### src/rtl/sd_cmd_tx_if.sv
// Host, CRC-stage and CMD-pad signals of the SD command transmitter.
// SD_CMD_TX_STATS_EN adds the cmd_count/err_count statistics outputs.
interface sd_cmd_tx_if;
    logic        start;
    logic [5:0]  cmd_index;
    logic [31:0] argument;
    logic        ready;
    logic        done;
    logic        error;
    logic        sd_clk_en;
    logic        cmd_out;
    logic        cmd_oe;
    logic        crc_load;
    logic [39:0] crc_data;
    logic [6:0]  crc_in;
    logic        crc_valid;
`ifdef SD_CMD_TX_STATS_EN
    logic [15:0] cmd_count;
    logic [7:0]  err_count;
`endif

    modport master (
        output start, cmd_index, argument, sd_clk_en, crc_in, crc_valid,
        input  ready, done, error, cmd_out, cmd_oe, crc_load, crc_data
`ifdef SD_CMD_TX_STATS_EN
        , input cmd_count, err_count
`endif
    );

    modport slave (
        input  start, cmd_index, argument, sd_clk_en, crc_in, crc_valid,
        output ready, done, error, cmd_out, cmd_oe, crc_load, crc_data
`ifdef SD_CMD_TX_STATS_EN
        , output cmd_count, err_count
`endif
    );
endinterface

### src/rtl/sd_cmd_tx.sv
// SD command-line transmitter: fetches CRC7 for {01, index, arg}, then shifts the 48-bit frame out.
// Optional statistics counters are built when SD_CMD_TX_STATS_EN is defined.
//
// state    | meaning
// IDLE     | ready for a new command
// CRC_REQ  | one-cycle crc_load pulse to the CRC stage
// CRC_WAIT | waiting for crc_valid (first cycle ignored), bounded by CRC_TIMEOUT
// SHIFT    | driving frame bits MSB first, one per sd_clk_en
// DONE     | one-cycle done pulse, line released
module sd_cmd_tx #(
    parameter int CRC_TIMEOUT = 63,
    parameter int FRAME_BITS  = 48
) (
    input logic      clk,
    input logic      rst,
    sd_cmd_tx_if.slave bus
);
    localparam logic [5:0] TIMEOUT_LAST = 6'(CRC_TIMEOUT - 1);
    localparam logic [5:0] LAST_BIT     = 6'(FRAME_BITS - 1);

    typedef enum logic [2:0] {
        IDLE     = 3'd0,
        CRC_REQ  = 3'd1,
        CRC_WAIT = 3'd2,
        SHIFT    = 3'd3,
        DONE     = 3'd4
    } state_t;

    state_t      state_q, state_d;
    logic [5:0]  wait_cnt_q, wait_cnt_d;
    logic [5:0]  bit_cnt_q, bit_cnt_d;
    logic [47:0] frame_q, frame_d;
    logic [39:0] crc_data_q, crc_data_d;
    logic        error_q, error_d;
    logic [5:0]  bit_idx;
    logic        capture;
`ifdef SD_CMD_TX_STATS_EN
    logic [15:0] cmd_count_q, cmd_count_d;
    logic [7:0]  err_count_q, err_count_d;
`endif

    always_ff @(posedge clk) begin
        if (rst) begin
            state_q     <= IDLE;
            wait_cnt_q  <= '0;
            bit_cnt_q   <= '0;
            frame_q     <= '0;
            crc_data_q  <= '0;
            error_q     <= 1'b0;
`ifdef SD_CMD_TX_STATS_EN
            cmd_count_q <= '0;
            err_count_q <= '0;
`endif
        end else begin
            state_q     <= state_d;
            wait_cnt_q  <= wait_cnt_d;
            bit_cnt_q   <= bit_cnt_d;
            frame_q     <= frame_d;
            crc_data_q  <= crc_data_d;
            error_q     <= error_d;
`ifdef SD_CMD_TX_STATS_EN
            cmd_count_q <= cmd_count_d;
            err_count_q <= err_count_d;
`endif
        end
    end

    // The CRC stage may still show the previous result's valid in the first wait cycle.
    assign capture = (wait_cnt_q != 6'd0) && bus.crc_valid;

    always_comb begin
        state_d    = state_q;
        wait_cnt_d = wait_cnt_q;
        bit_cnt_d  = bit_cnt_q;
        frame_d    = frame_q;
        crc_data_d = crc_data_q;
        error_d    = 1'b0;
        case (state_q)
            IDLE: begin
                if (bus.start) begin
                    crc_data_d = {2'b01, bus.cmd_index, bus.argument};
                    state_d    = CRC_REQ;
                end
            end
            CRC_REQ: begin
                wait_cnt_d = '0;
                state_d    = CRC_WAIT;
            end
            CRC_WAIT: begin
                wait_cnt_d = wait_cnt_q + 6'd1;
                if (capture) begin
                    frame_d   = {crc_data_q, bus.crc_in, 1'b1};
                    bit_cnt_d = '0;
                    state_d   = SHIFT;
                end else if (wait_cnt_q == TIMEOUT_LAST) begin
                    error_d = 1'b1;
                    state_d = IDLE;
                end
            end
            SHIFT: begin
                if (bus.sd_clk_en) begin
                    if (bit_cnt_q == LAST_BIT) begin
                        state_d = DONE;
                    end else begin
                        bit_cnt_d = bit_cnt_q + 6'd1;
                    end
                end
            end
            DONE: state_d = IDLE;
            default: state_d = IDLE;
        endcase
    end

`ifdef SD_CMD_TX_STATS_EN
    always_comb begin
        cmd_count_d = cmd_count_q;
        err_count_d = err_count_q;
        if (state_q == DONE) cmd_count_d = cmd_count_q + 16'd1;
        if (error_d && (err_count_q != 8'hFF)) err_count_d = err_count_q + 8'd1;
    end

    assign bus.cmd_count = cmd_count_q;
    assign bus.err_count = err_count_q;
`endif

    // Pad controls decode registered state only, so start cannot glitch the CMD line.
    always_comb begin
        bit_idx      = LAST_BIT - bit_cnt_q;
        bus.ready    = (state_q == IDLE);
        bus.done     = (state_q == DONE);
        bus.crc_load = (state_q == CRC_REQ);
        bus.cmd_oe   = (state_q == SHIFT);
        bus.cmd_out  = (state_q == SHIFT) ? frame_q[bit_idx] : 1'b1;
        bus.error    = error_q;
        bus.crc_data = crc_data_q;
    end
endmodule

### src/flat_wrapper.sv
// flat-port wrapper written by rule: the top's interface ports become plain ports
module sd_cmd_tx_flat 
#(
    parameter int CRC_TIMEOUT = 63,
    parameter int FRAME_BITS  = 48
)
  (clk, rst, bus_start, bus_cmd_index, bus_argument, bus_sd_clk_en, bus_crc_in, bus_crc_valid, bus_ready, bus_done, bus_error, bus_cmd_out, bus_cmd_oe, bus_crc_load, bus_crc_data);
  sd_cmd_tx_if bus_i ();
  input logic clk;
  input logic rst;
  input wire logic [$bits(bus_i.start)-1:0] bus_start;
  input wire logic [$bits(bus_i.cmd_index)-1:0] bus_cmd_index;
  input wire logic [$bits(bus_i.argument)-1:0] bus_argument;
  input wire logic [$bits(bus_i.sd_clk_en)-1:0] bus_sd_clk_en;
  input wire logic [$bits(bus_i.crc_in)-1:0] bus_crc_in;
  input wire logic [$bits(bus_i.crc_valid)-1:0] bus_crc_valid;
  output wire logic [$bits(bus_i.ready)-1:0] bus_ready;
  output wire logic [$bits(bus_i.done)-1:0] bus_done;
  output wire logic [$bits(bus_i.error)-1:0] bus_error;
  output wire logic [$bits(bus_i.cmd_out)-1:0] bus_cmd_out;
  output wire logic [$bits(bus_i.cmd_oe)-1:0] bus_cmd_oe;
  output wire logic [$bits(bus_i.crc_load)-1:0] bus_crc_load;
  output wire logic [$bits(bus_i.crc_data)-1:0] bus_crc_data;
  assign bus_i.start = bus_start;
  assign bus_i.cmd_index = bus_cmd_index;
  assign bus_i.argument = bus_argument;
  assign bus_i.sd_clk_en = bus_sd_clk_en;
  assign bus_i.crc_in = bus_crc_in;
  assign bus_i.crc_valid = bus_crc_valid;
  assign bus_ready = bus_i.ready;
  assign bus_done = bus_i.done;
  assign bus_error = bus_i.error;
  assign bus_cmd_out = bus_i.cmd_out;
  assign bus_cmd_oe = bus_i.cmd_oe;
  assign bus_crc_load = bus_i.crc_load;
  assign bus_crc_data = bus_i.crc_data;
  sd_cmd_tx #(.CRC_TIMEOUT(CRC_TIMEOUT), .FRAME_BITS(FRAME_BITS)) u_core (.clk(clk), .rst(rst), .bus(bus_i));
endmodule
### config.mk
export PLATFORM = sky130hd
export DESIGN_NAME = sd_cmd_tx_flat
export DESIGN_NICKNAME = d
export VERILOG_FILES = /design/src/rtl/sd_cmd_tx_if.sv /design/src/rtl/sd_cmd_tx.sv /design/src/flat_wrapper.sv
export SDC_FILE = /design/constraint.sdc
export NUM_CORES = 1
export LEC_CHECK = 0
export BUFFER_PORTS_ARGS = -buffer_cell sky130_fd_sc_hd__buf_2
export CORE_UTILIZATION = 30
export DETAILED_ROUTE_END_ITERATION = 10
export PLACE_DENSITY_LB_ADDON = 0.15
export RECOVER_POWER = 25
export SLEW_MARGIN = 20
export SYNTH_ARGS = -nofsm -noshare
export SYNTH_HDL_FRONTEND = slang
export SYNTH_SLANG_ARGS = --single-unit
### constraint.sdc
create_clock -name clk -period 4.5 [get_ports clk]
set_input_delay 0.9 -clock clk [delete_from_list [all_inputs] [get_ports clk]]
set_output_delay 0.9 -clock clk [all_outputs]
set_load 0.02 [all_outputs]
Yosys cells after proc, flatten, opt, wreduce, memory -nomap -nowiden --
Index checks and enable logic that the tools add are counted.
Operators by class: add/subtract/negate cells 3, reduce and logical (&&, ||, !) cells 10, mux-type cells 15, bitwise operators 1, magnitude comparators 1, equality and inequality tests 12
Operator list (count):
- $pmux W6 S2 | 2
- $mux W6 | 3
- $mux W3 | 5
- $add A6 B1 Y6 const B | 2
- $eq A6 B6 Y1 const B | 2
- $pmux W3 S4 | 1
- $reduce_and A4 Y1 | 2
- $lt A6 B7 Y1 const B | 1
- $bmux W1 S6 | 1
- $eq A3 B2 Y1 const B | 2
- $ne A2 B2 Y1 const B | 3
- $reduce_bool A6 Y1 | 1
- $sub A6 B6 Y6 const A | 1
- $ne A2 B1 Y1 const B | 2
- $reduce_and A2 Y1 | 2
- $reduce_bool A2 Y1 | 2
- $eq A3 B1 Y1 const B | 1
- $eq A3 B3 Y1 const B | 1
- $logic_not A3 Y1 | 1
- $mux W1 | 3
- $ne A3 B1 Y1 const B | 1
- $reduce_or A3 Y1 | 1
- $logic_and A1 B1 Y1 | 1
- $not A1 Y1 | 1
Word-level totals: word-level logic and storage cells 48, bits of input ports 50, bits in registers 102, output and inout port bits 46

Depth between registers and ports, before layout --
Gate-level depths: netlist of the first run.
word-level depth 4, mapped depth 9, depth with buffers taken out 7

Worst setup path after synthesis of the first run --
OpenSTA, ideal clock, no wires.
kind flip-flop to output port, start point register u_core.bit_cnt_q[1], end point output port bus_cmd_out, stages on the path, launching flop included 8, setup slack 1803 ps, data required time 3600 ps, data arrival time 1797 ps, path buffers 2, cells stage by stage dfxtp_1 > clkbuf_1 > clkbuf_1 > mux4_2 > a31oi_1 > o211ai_1 > nand3_1 > nand3_1
On the way: word-level cells in the longest chain between the ends 4
Ends and longest elaborated chain:
- start, declared | RTL line sd_cmd_tx.sv:31 | logic [5:0] bit_cnt_q, bit_cnt_d;
- start signal, assigned | RTL line sd_cmd_tx.sv:57 | bit_cnt_q <= bit_cnt_d;
- $sub A6 B6 Y6 | RTL line sd_cmd_tx.sv:128 | bit_idx = LAST_BIT - bit_cnt_q;
- $bmux W1 S6 | RTL line sd_cmd_tx.sv:133 | bus.cmd_out = (state_q == SHIFT) ? frame_q[bit_idx] : 1'b1;
- $mux W1 (not written as such) | RTL line sd_cmd_tx.sv:133
- $mux W1 | RTL line sd_cmd_tx.sv:133
- end, declared | RTL line flat_wrapper.sv:20 | output wire logic [$bits(bus_i.cmd_out)-1:0] bus_cmd_out;
Every way passes these cells. The select of a mux whose other input is x is not followed.

Worst setup path after layout of the first run --
start point register u_core.bit_cnt_q[0], end point output port bus_cmd_out
The elaborated chain is that of the path after synthesis.

==> impl_metrics.yaml, run 1 <==
clock_network:
  clk_pin_slew_worst_paths_ps: 70
  postCtsSetupBuffers: 0
  clock_latency_ps: 350
  cts_resized: 0
  cts_sinks: 102
  cts_buffers: 9
  cts_hold_buffers: 0
  clock_path_buffers: 2
  htreeDepth: 3
  clockRootBuffer: "clkbuf_16"
  cts_tree: "yes"
worst_setup_path:
  worstSetupStartpointType: "flop"
  crit_family: "flip-flops"
  crit_chain: "mux4_2, a31oi_1, o211ai_1, nand3_1, nand3_1, buf_2"
  crit_arrival_ps: 2570
  r2r_slack_ps: 1980
  critPathCaptureType: "primary output"
  required_ps: 3600
  path_max_fanout: 18
  crit_slowest_cell: "dfxtp_1"
  crit_type: "flop to primary output"
  critPathBufInv: 1
  cpPeakStageDelay_ps: 890
  reg2reg_to: "u_core.bit_cnt_q[2]"
  rr_worst_depth: 6
  crit_path_frequent_cell: "nand3_1"
  r2r_start: "u_core.state_q[1]"
timing:
  skew_ps: 6.997
  setup_slack_ps: 1032
  setup_viol: 0
  fin_crit_ps: 3468
  fin_tns_setup_ps: 0
  worst_slew_pin_slew_ps: 2129
  maxSlewHeadroom_pct: -41.92
  final-max-slew-violation-count: 103
  hold_viol_final: 0
  post-route-period-util_pct: 77.07
  fmax_mhz: 288.3
  rsz0062_at_grt: "false"
placed_design:
  gp_congestion: 0.7635
  placed_area_sq_mm: 0.004725
  place_ws_ps: 1360
  dp.cells: 745
  place_hpwl_microns: 6671
  numPortBuffers: 94
pwr:
  switchingPower_mw: 0.7649
  switching_share_pct: 33.01
  power_frac_clock_pct: 32.3
  p_seq_share_pct: 45.7
  p_leak_nw: 1.812
  worst_ir_drop_vdd_mv: 0.1855
  p_comb_share_pct: 22.0
  p_int_mw: 1.552
  power_density_mw_per_mm2: 466.0
status:
  status: "finished with violations"
  violations: "max-capacitance violations, max-slew violations"
synthesis:
  syn-num-nets: 566
  synth.top_cell.area_share_pct: 48.91
  postSynthCellCount: 511
  synth_ff_type: "dfxtp_1"
  synthArstFlopShare_pct: 0
  ys_types: 45
  synth_top_cells_by_count: "174 x nand2_1, 102 x dfxtp_1, 95 x a21oi_1"
  netlist_area_sq_mm: 0.004175
  synth_edf_count: 0
  synth_warnings: 0
  synth.most_common_cell: "nand2_1"
  synth_seq_cells: 102
  yosys.area.top_type: "dfxtp_1"
  yosys-top-cells-area: "dfxtp_1 49%, nand2_1 16%, a21oi_1 11%, mux4_2 5.9%, clkbuf_1 2.5%"
  syn_avg_cell_area_sq_um: 8.171
  seq_area_frac_synth_pct: 48.91
global_route:
  grt_pass1_wl_microns: 16770
  grt_overflow: 0
  antenna_found_initial: 0
  grt_use_total_pct: 14.72
  grt_pass1_vias: 3431
  grt_max_degree: 103
floorplan:
  dieHeight_microns: 120.0
  rows: 42
  dieWidth_microns: 120.0
  dieArea_sq_mm: 0.01439
  core_sq_mm: 0.01340
  io_pins: 96
  start_util_pct: 31.16
run:
  max_cap_violations: 1
detailed_routing:
  drt_wl_total_microns: 10070
  drc: 0
  via_per_inst: 4.720
  post_drt_wl_per_cell_microns: 13.24
  drt_iter0_drc: 245
  dr.pass1.iters: 5
  ant_nets: 0
  vias: 3592
min_path:
  min_path_cells: 2
  hp-class: "flop to flop"
  min_to: "u_core.frame_q[43]"
  worstHoldStart: "u_core.frame_q[43]"
cells_and_area:
  instances_no_fill: 761
  drive_gt1_share_pct: 17.61
  fin_util_pct: 37.11
  nets: 635
  area_growth_pct: 19.09
  fill_cells: 1424
  n_antenna_cell: 0
  final_cell_area_sq_mm: 0.004972
-- per-layer routing --
layer	GRT usage, %	part of all wire [%]
met5	0	0
met1	18.31	47
met2	23.99	47
met3	4.040	4.3
met4	5.781	1.8
-- through the flow --
stage | power, mW | hold WS, ps
after floorplan | 1.438 | 433.1
after global placement | 1.611 | 451.7
after detailed placement | 1.616 | 444.2
after CTS | 2.376 | 458.2
after global routing | 2.459 | 477.1
final | 2.317 | 458.2
-- worst max-delay path by stage --
stage	startpoint	end	slack, ps	cells after the start
floorplan	u_core.bit_cnt_q[1]	bus_cmd_out	1800	7
global placement	u_core.bit_cnt_q[0]	bus_cmd_out	1430	6
detailed placement	u_core.bit_cnt_q[0]	bus_cmd_out	1360	6
CTS	u_core.bit_cnt_q[0]	bus_cmd_out	970	6
global route	u_core.bit_cnt_q[0]	bus_cmd_out	770	6
finish	u_core.bit_cnt_q[0]	bus_cmd_out	1030	6
-- state kept, by name, indices dropped and copies added, names as in the netlist --
register / cells
u_core.state_q: 3
u_core.frame_q: 47
u_core.bus.crc_data: 39
u_core.bus.error: 1
u_core.bit_cnt_q: 6
u_core.wait_cnt_q: 6
-- placed cells by master (no fill, tap or decap), drive strengths merged, types with 3 or more instances in the layout --
cell    synthesis  layout
nor3b           3       3
nor3            7       7
buf            10      66
clkinv          1       3
o21ai           3       3
nand3           9       9
nand4           3       3
dfxtp         102     102
nand2         174     174
a21oi          95      95
and3            3       3
inv             4       5
clkbuf         28      42
mux2i           5       5
nor2           18      18
a31oi           4       4
ha              5       5
mux4           11      11
-- worst min-delay path, delay by kind of cell (launching register included) --
| kind | cells | cell delay (ps) |
|---|---|---|
| compound gates | 1 | 50 |
| flops | 1 | 310 |
| simple gates | 1 | 50 |
-- kinds of logic (layout without fill, tap and decap cells) --
logic type | Yosys count | after routing | synth area share, %
buffers and inverters | 43 | 117 | 4.345
XOR/XNOR | 3 | 3 | 0.6294
flip-flops | 102 | 102 | 48.91
other | 1 | 1 | 0.08981
AND/OR/NAND/NOR | 229 | 229 | 22.98
adder cells (fa/ha/maj) | 5 | 5 | 1.498
AO/OA/AOI/OAI | 112 | 112 | 14.41
multiplexers | 16 | 16 | 7.132
-- area by class of cell --
class	instances	area [sq um]	area share [%]
Tap cell	176	220.2	4.429
Sequential cell	102	2042	41.07
Inverter	5	18.77	0.3775
Clock buffer	12	256.5	5.159
Multi-Input combinational cell	366	1956	39.33
Clock inverter	4	30.03	0.6039
Timing Repair Buffer	96	449.2	9.034
-- power by group through the flow --
stage	registers (mW)	logic (mW)	clock network, mW
floorplan	1.13	0.304	0
global placement	1.08	0.532	0
detailed placement	1.08	0.537	0
CTS	1.06	0.537	0.780
global route	1.07	0.573	0.813
finish	1.06	0.510	0.748
No activity file was read; power rests on OpenSTA's default activity.
==> run 2: changes to the inputs <==
==> constraint.sdc (replaced) <==
create_clock -name clk -period 3.2 [get_ports clk]
set_input_delay 0.64 -clock clk [delete_from_list [all_inputs] [get_ports clk]]
set_output_delay 0.64 -clock clk [all_outputs]
set_load 0.02 [all_outputs]
==> impl_metrics.yaml, run 2 (synthesis results as in run 1) <==
status:
  status: "completed"
worst_setup_path:
  path_max_fanout: 12
  crit_type: "flop to primary output"
  crit_arrival_ps: 2120
  critPathCaptureType: "primary output"
  worstSetupStartpointType: "flop"
  required_ps: 2560
global_route:
  antenna_found_initial: 0
  grt_overflow: 0
  grt_max_degree: 53
  grt_pass1_wl_microns: 16850
  grt_use_total_pct: 14.77
  grt_pass1_vias: 3460
detailed_routing:
  via_per_inst: 4.754
  dr.pass1.iters: 4
  drt_wl_total_microns: 10270
  vias: 3651
  drc: 0
  ant_nets: 0
  drt_iter0_drc: 136
  post_drt_wl_per_cell_microns: 13.37
min_path:
  hp-class: "flop to flop"
placed_design:
  numPortBuffers: 94
  gp_congestion: 0.8047
  place_hpwl_microns: 7206
  place_ws_ps: 800.9
run:
  max_cap_violations: 0
clock_network:
  cts_tree: "yes"
  cts_sinks: 102
  cts_hold_buffers: 0
  clk_pin_slew_worst_paths_ps: 70
  clock_path_buffers: 2
  cts_resized: 0
  postCtsSetupBuffers: 0
  clock_latency_ps: 350
  htreeDepth: 3
  cts_buffers: 9
  clockRootBuffer: "clkbuf_16"
floorplan:
  dieArea_sq_mm: 0.01439
  dieWidth_microns: 120.0
  dieHeight_microns: 120.0
  io_pins: 96
  core_sq_mm: 0.01340
  start_util_pct: 31.16
  rows: 42
timing:
  maxSlewHeadroom_pct: 51.10
  fmax_mhz: 362.5
  post-route-period-util_pct: 86.22
  setup_viol: 0
  fin_crit_ps: 2759
  whs_ps: 453.5
  skew_ps: 7.022
  worst_slew_pin_slew_ps: 733.6
  setup_slack_ps: 441.0
  final-max-slew-violation-count: 0
  hold_viol_final: 0
  rsz0062_at_grt: "false"
  fin_tns_setup_ps: 0
pwr:
  power_density_mw_per_mm2: 649.9
  worst_ir_drop_vdd_mv: 0.2201
  p_total_mw: 3.262
  p_leak_nw: 1.821
cells_and_area:
  n_antenna_cell: 0
  largest_reg_flops: 47
  drive_gt1_share_pct: 17.74
  final_common_cell: "nand2_1"
  seqCellArea_sq_mm: 0.002042
  multiInputGateArea_sq_mm: 0.001956
  nets: 642
  area_growth_pct: 20.20
  fill_cells: 1461
  final_cell_mix: "174 x nand2_1, 102 x dfxtp_1, 95 x a21oi_1"
  regMostFlops: "u_core.frame_q"
[run 2: cell type report]
| cell class | instances | area share [%] |
|---|---|---|
| Sequential cell | 102 | 40.69 |
| Multi-Input combinational cell | 366 | 38.97 |
| Timing Repair Buffer | 103 | 9.923 |
| Clock buffer | 11 | 4.837 |
| Tap cell | 176 | 4.388 |
| Clock inverter | 5 | 0.8227 |
| Inverter | 5 | 0.3740 |
[run 2: layer usage]
| layer | vias up | share of wire [%] | global-route usage, % |
|---|---|---|---|
| li1 | 1877 | - | - |
| met1 | 1693 | 47 | 18.88 |
| met2 | 72 | 47 | 24.07 |
| met3 | 9 | 3.9 | 4.087 |
| met4 | 0 | 1.2 | 4.453 |
| met5 | - | 0 | 0 |
[run 2: final timing paths]
| path | start | to | slack [ps] | cells past startpoint |
|---|---|---|---|---|
| max | u_core.bit_cnt_q[1] | bus_cmd_out | 440 | 7 |
| min | u_core.frame_q[17] | u_core.frame_q[17] | 450 | 2 |
| max reg2reg | u_core.state_q[1] | u_core.bit_cnt_q[2] | 1080 | 5 |
| min reg2reg | u_core.frame_q[17] | u_core.frame_q[17] | 450 | 2 |
[run 2: metrics by stage]
stage / cell area [sq um] / utilization (%) / cells
finish: 5019 / 37.45 / 768
global placement: 4777 / 35.65 / 752
detailed placement: 4777 / 35.65 / 752
CTS: 5061 / 37.77 / 768
global route: 5019 / 37.45 / 768
floorplan: 4175 / - / 511
[run 2: worst max-delay path, cell delays in order (launching register included)]
cell      delay (ps)
dfxtp_1          480
buf_4            270
mux4_2           320
a31oi_1          180
o211ai_1         110
nand3_1          100
nand3_1          120
buf_2            190
[run 2: where the power goes]
group	switching, mW	internal [mW]
Combinational	0.504	0.228
Clock	0.490	0.556
Sequential	0.102	1.38
Total	1.10	2.17
==> run 3: changes to the inputs <==
--- a/config.mk
+++ b/config.mk
@@ -5,7 +5,7 @@
 export SDC_FILE = /design/constraint.sdc
 export NUM_CORES = 1
 export LEC_CHECK = 0
-export BUFFER_PORTS_ARGS = -buffer_cell sky130_fd_sc_hd__buf_2
+export BUFFER_PORTS_ARGS = -buffer_cell sky130_fd_sc_hd__buf_4
 export CORE_UTILIZATION = 30
 export DETAILED_ROUTE_END_ITERATION = 10
 export PLACE_DENSITY_LB_ADDON = 0.15
==> impl_metrics.yaml, run 3 (synthesis results as in run 1) <==
global_route:
  grt_overflow: 0
  antenna_found_initial: 0
  grt_pass1_vias: 3517
  grt_use_total_pct: 14.58
  grt_pass1_wl_microns: 16770
  grt_max_degree: 81
placed_design:
  gp_congestion: 0.7758
  place_ws_ps: 824.5
  dp.cells: 752
  numPortBuffers: 94
  place_hpwl_microns: 7002
detailed_routing:
  drc: 0
  dr.pass1.iters: 4
  ant_nets: 0
  drt_iter0_drc: 236
  vias: 3633
  post_drt_wl_per_cell_microns: 13.11
  via_per_inst: 4.730
  drt_wl_total_microns: 10070
cells_and_area:
  nets: 642
  regMostFlops: "u_core.frame_q"
  fin_util_pct: 38.71
  n_antenna_cell: 0
  final_cell_mix: "174 x nand2_1, 102 x dfxtp_1, 95 x a21oi_1"
  instances_no_fill: 768
  final_common_cell: "nand2_1"
  largest_reg_flops: 47
  area_growth_pct: 24.24
  drive_gt1_share_pct: 17.74
timing:
  setup_viol: 0
  rsz0062_at_grt: "false"
  worst_slew_pin_slew_ps: 851.5
  fin_tns_setup_ps: 0
  setup_slack_ps: 445.2
  whs_ps: 457.2
  skew_ps: 9.571
  fmax_mhz: 363.0
  fin_crit_ps: 2755
  hold_viol_final: 0
  maxSlewHeadroom_pct: 43.23
  final-max-slew-violation-count: 0
  post-route-period-util_pct: 86.09
status:
  status: "completed"
run:
  max_cap_violations: 0
min_path:
  hp-class: "flop to flop"
clock_network:
  cts_hold_buffers: 0
  clk_pin_slew_worst_paths_ps: 70
  cts_buffers: 9
  htreeDepth: 3
  cts_tree: "yes"
  clock_path_buffers: 2
  cts_sinks: 102
  postCtsSetupBuffers: 0
  clockRootBuffer: "clkbuf_16"
  clock_latency_ps: 350
  cts_resized: 0
worst_setup_path:
  critPathCaptureType: "primary output"
  crit_chain: "buf_4, mux4_2, a31oi_1, o211ai_1, nand3_1, nand3_1, buf_4"
  crit_slowest_cell: "dfxtp_1"
  path_max_fanout: 12
  crit_family: "flip-flops"
  crit_type: "flop to primary output"
  worstSetupStartpointType: "flop"
  crit_arrival_ps: 2110
  required_ps: 2560
  critPathBufInv: 2
  cpPeakStageDelay_ps: 470
floorplan:
  io_pins: 96
  dieWidth_microns: 120.0
  dieHeight_microns: 120.0
  start_util_pct: 31.16
  core_sq_mm: 0.01340
  rows: 42
  dieArea_sq_mm: 0.01439
pwr:
  p_leak_nw: 1.885
  power_density_mw_per_mm2: 650.1
  worst_ir_drop_vdd_mv: 0.2669
-- run 3: changes by cell type in the layout (fill, tap and decap cells not counted) --
cell / before / now
inv_8: 0 / 1
clkbuf_8: 1 / 0
buf_4: 10 / 69
inv_6: 2 / 3
buf_2: 59 / 0
bufinv_16: 0 / 1
clkinvlp_4: 2 / 0
-- run 3: tightest hold or removal path: stages (launching register included) --
cell     delay, ps
dfxtp_1        310
nand2_1         50
a21oi_1         50
-- run 3: layer usage --
layer | wire [microns] | track usage, %
met1 | 4750 | 18.56
met3 | 353 | 3.802
met5 | 0 | 0
met4 | 106 | 4.453
met2 | 4858 | 23.99
-- run 3: final timing paths --
kind / cells after the start / slack [ps] / to / startpoint
max: 7 / 450 / bus_cmd_out / u_core.bit_cnt_q[1]
min reg2reg: 2 / 460 / u_core.frame_q[38] / u_core.frame_q[38]
max reg2reg: 6 / 970 / u_core.frame_q[34] / u_core.wait_cnt_q[2]
min: 2 / 460 / u_core.frame_q[38] / u_core.frame_q[38]
-- run 3: report_power, final --
group / total (mW) / internal (mW) / switching (mW)
Clock: 1.13 / 0.622 / 0.505
Sequential: 1.49 / 1.38 / 0.105
Combinational: 0.759 / 0.261 / 0.497
Total: 3.37 / 2.27 / 1.11
-- run 3: layout make-up --
type | instances | area [sq um]
Clock buffer | 10 | 229.0
Clock inverter | 6 | 76.32
Fill cell | 1400 | 8213
Inverter | 5 | 18.77
Multi-Input combinational cell | 366 | 1956
Sequential cell | 102 | 2042
Tap cell | 176 | 220.2
Timing Repair Buffer | 103 | 645.6
-- run 3: stage by stage --
step / power (mW) / instance area, sq um
2_1_floorplan: 2.022 / 4175
3_3_place_gp: 2.347 / 5010
3_5_place_dp: 2.360 / 5010
4_1_cts: 3.498 / 5315
5_1_grt: 3.576 / 5187
6_report: 3.372 / 5187
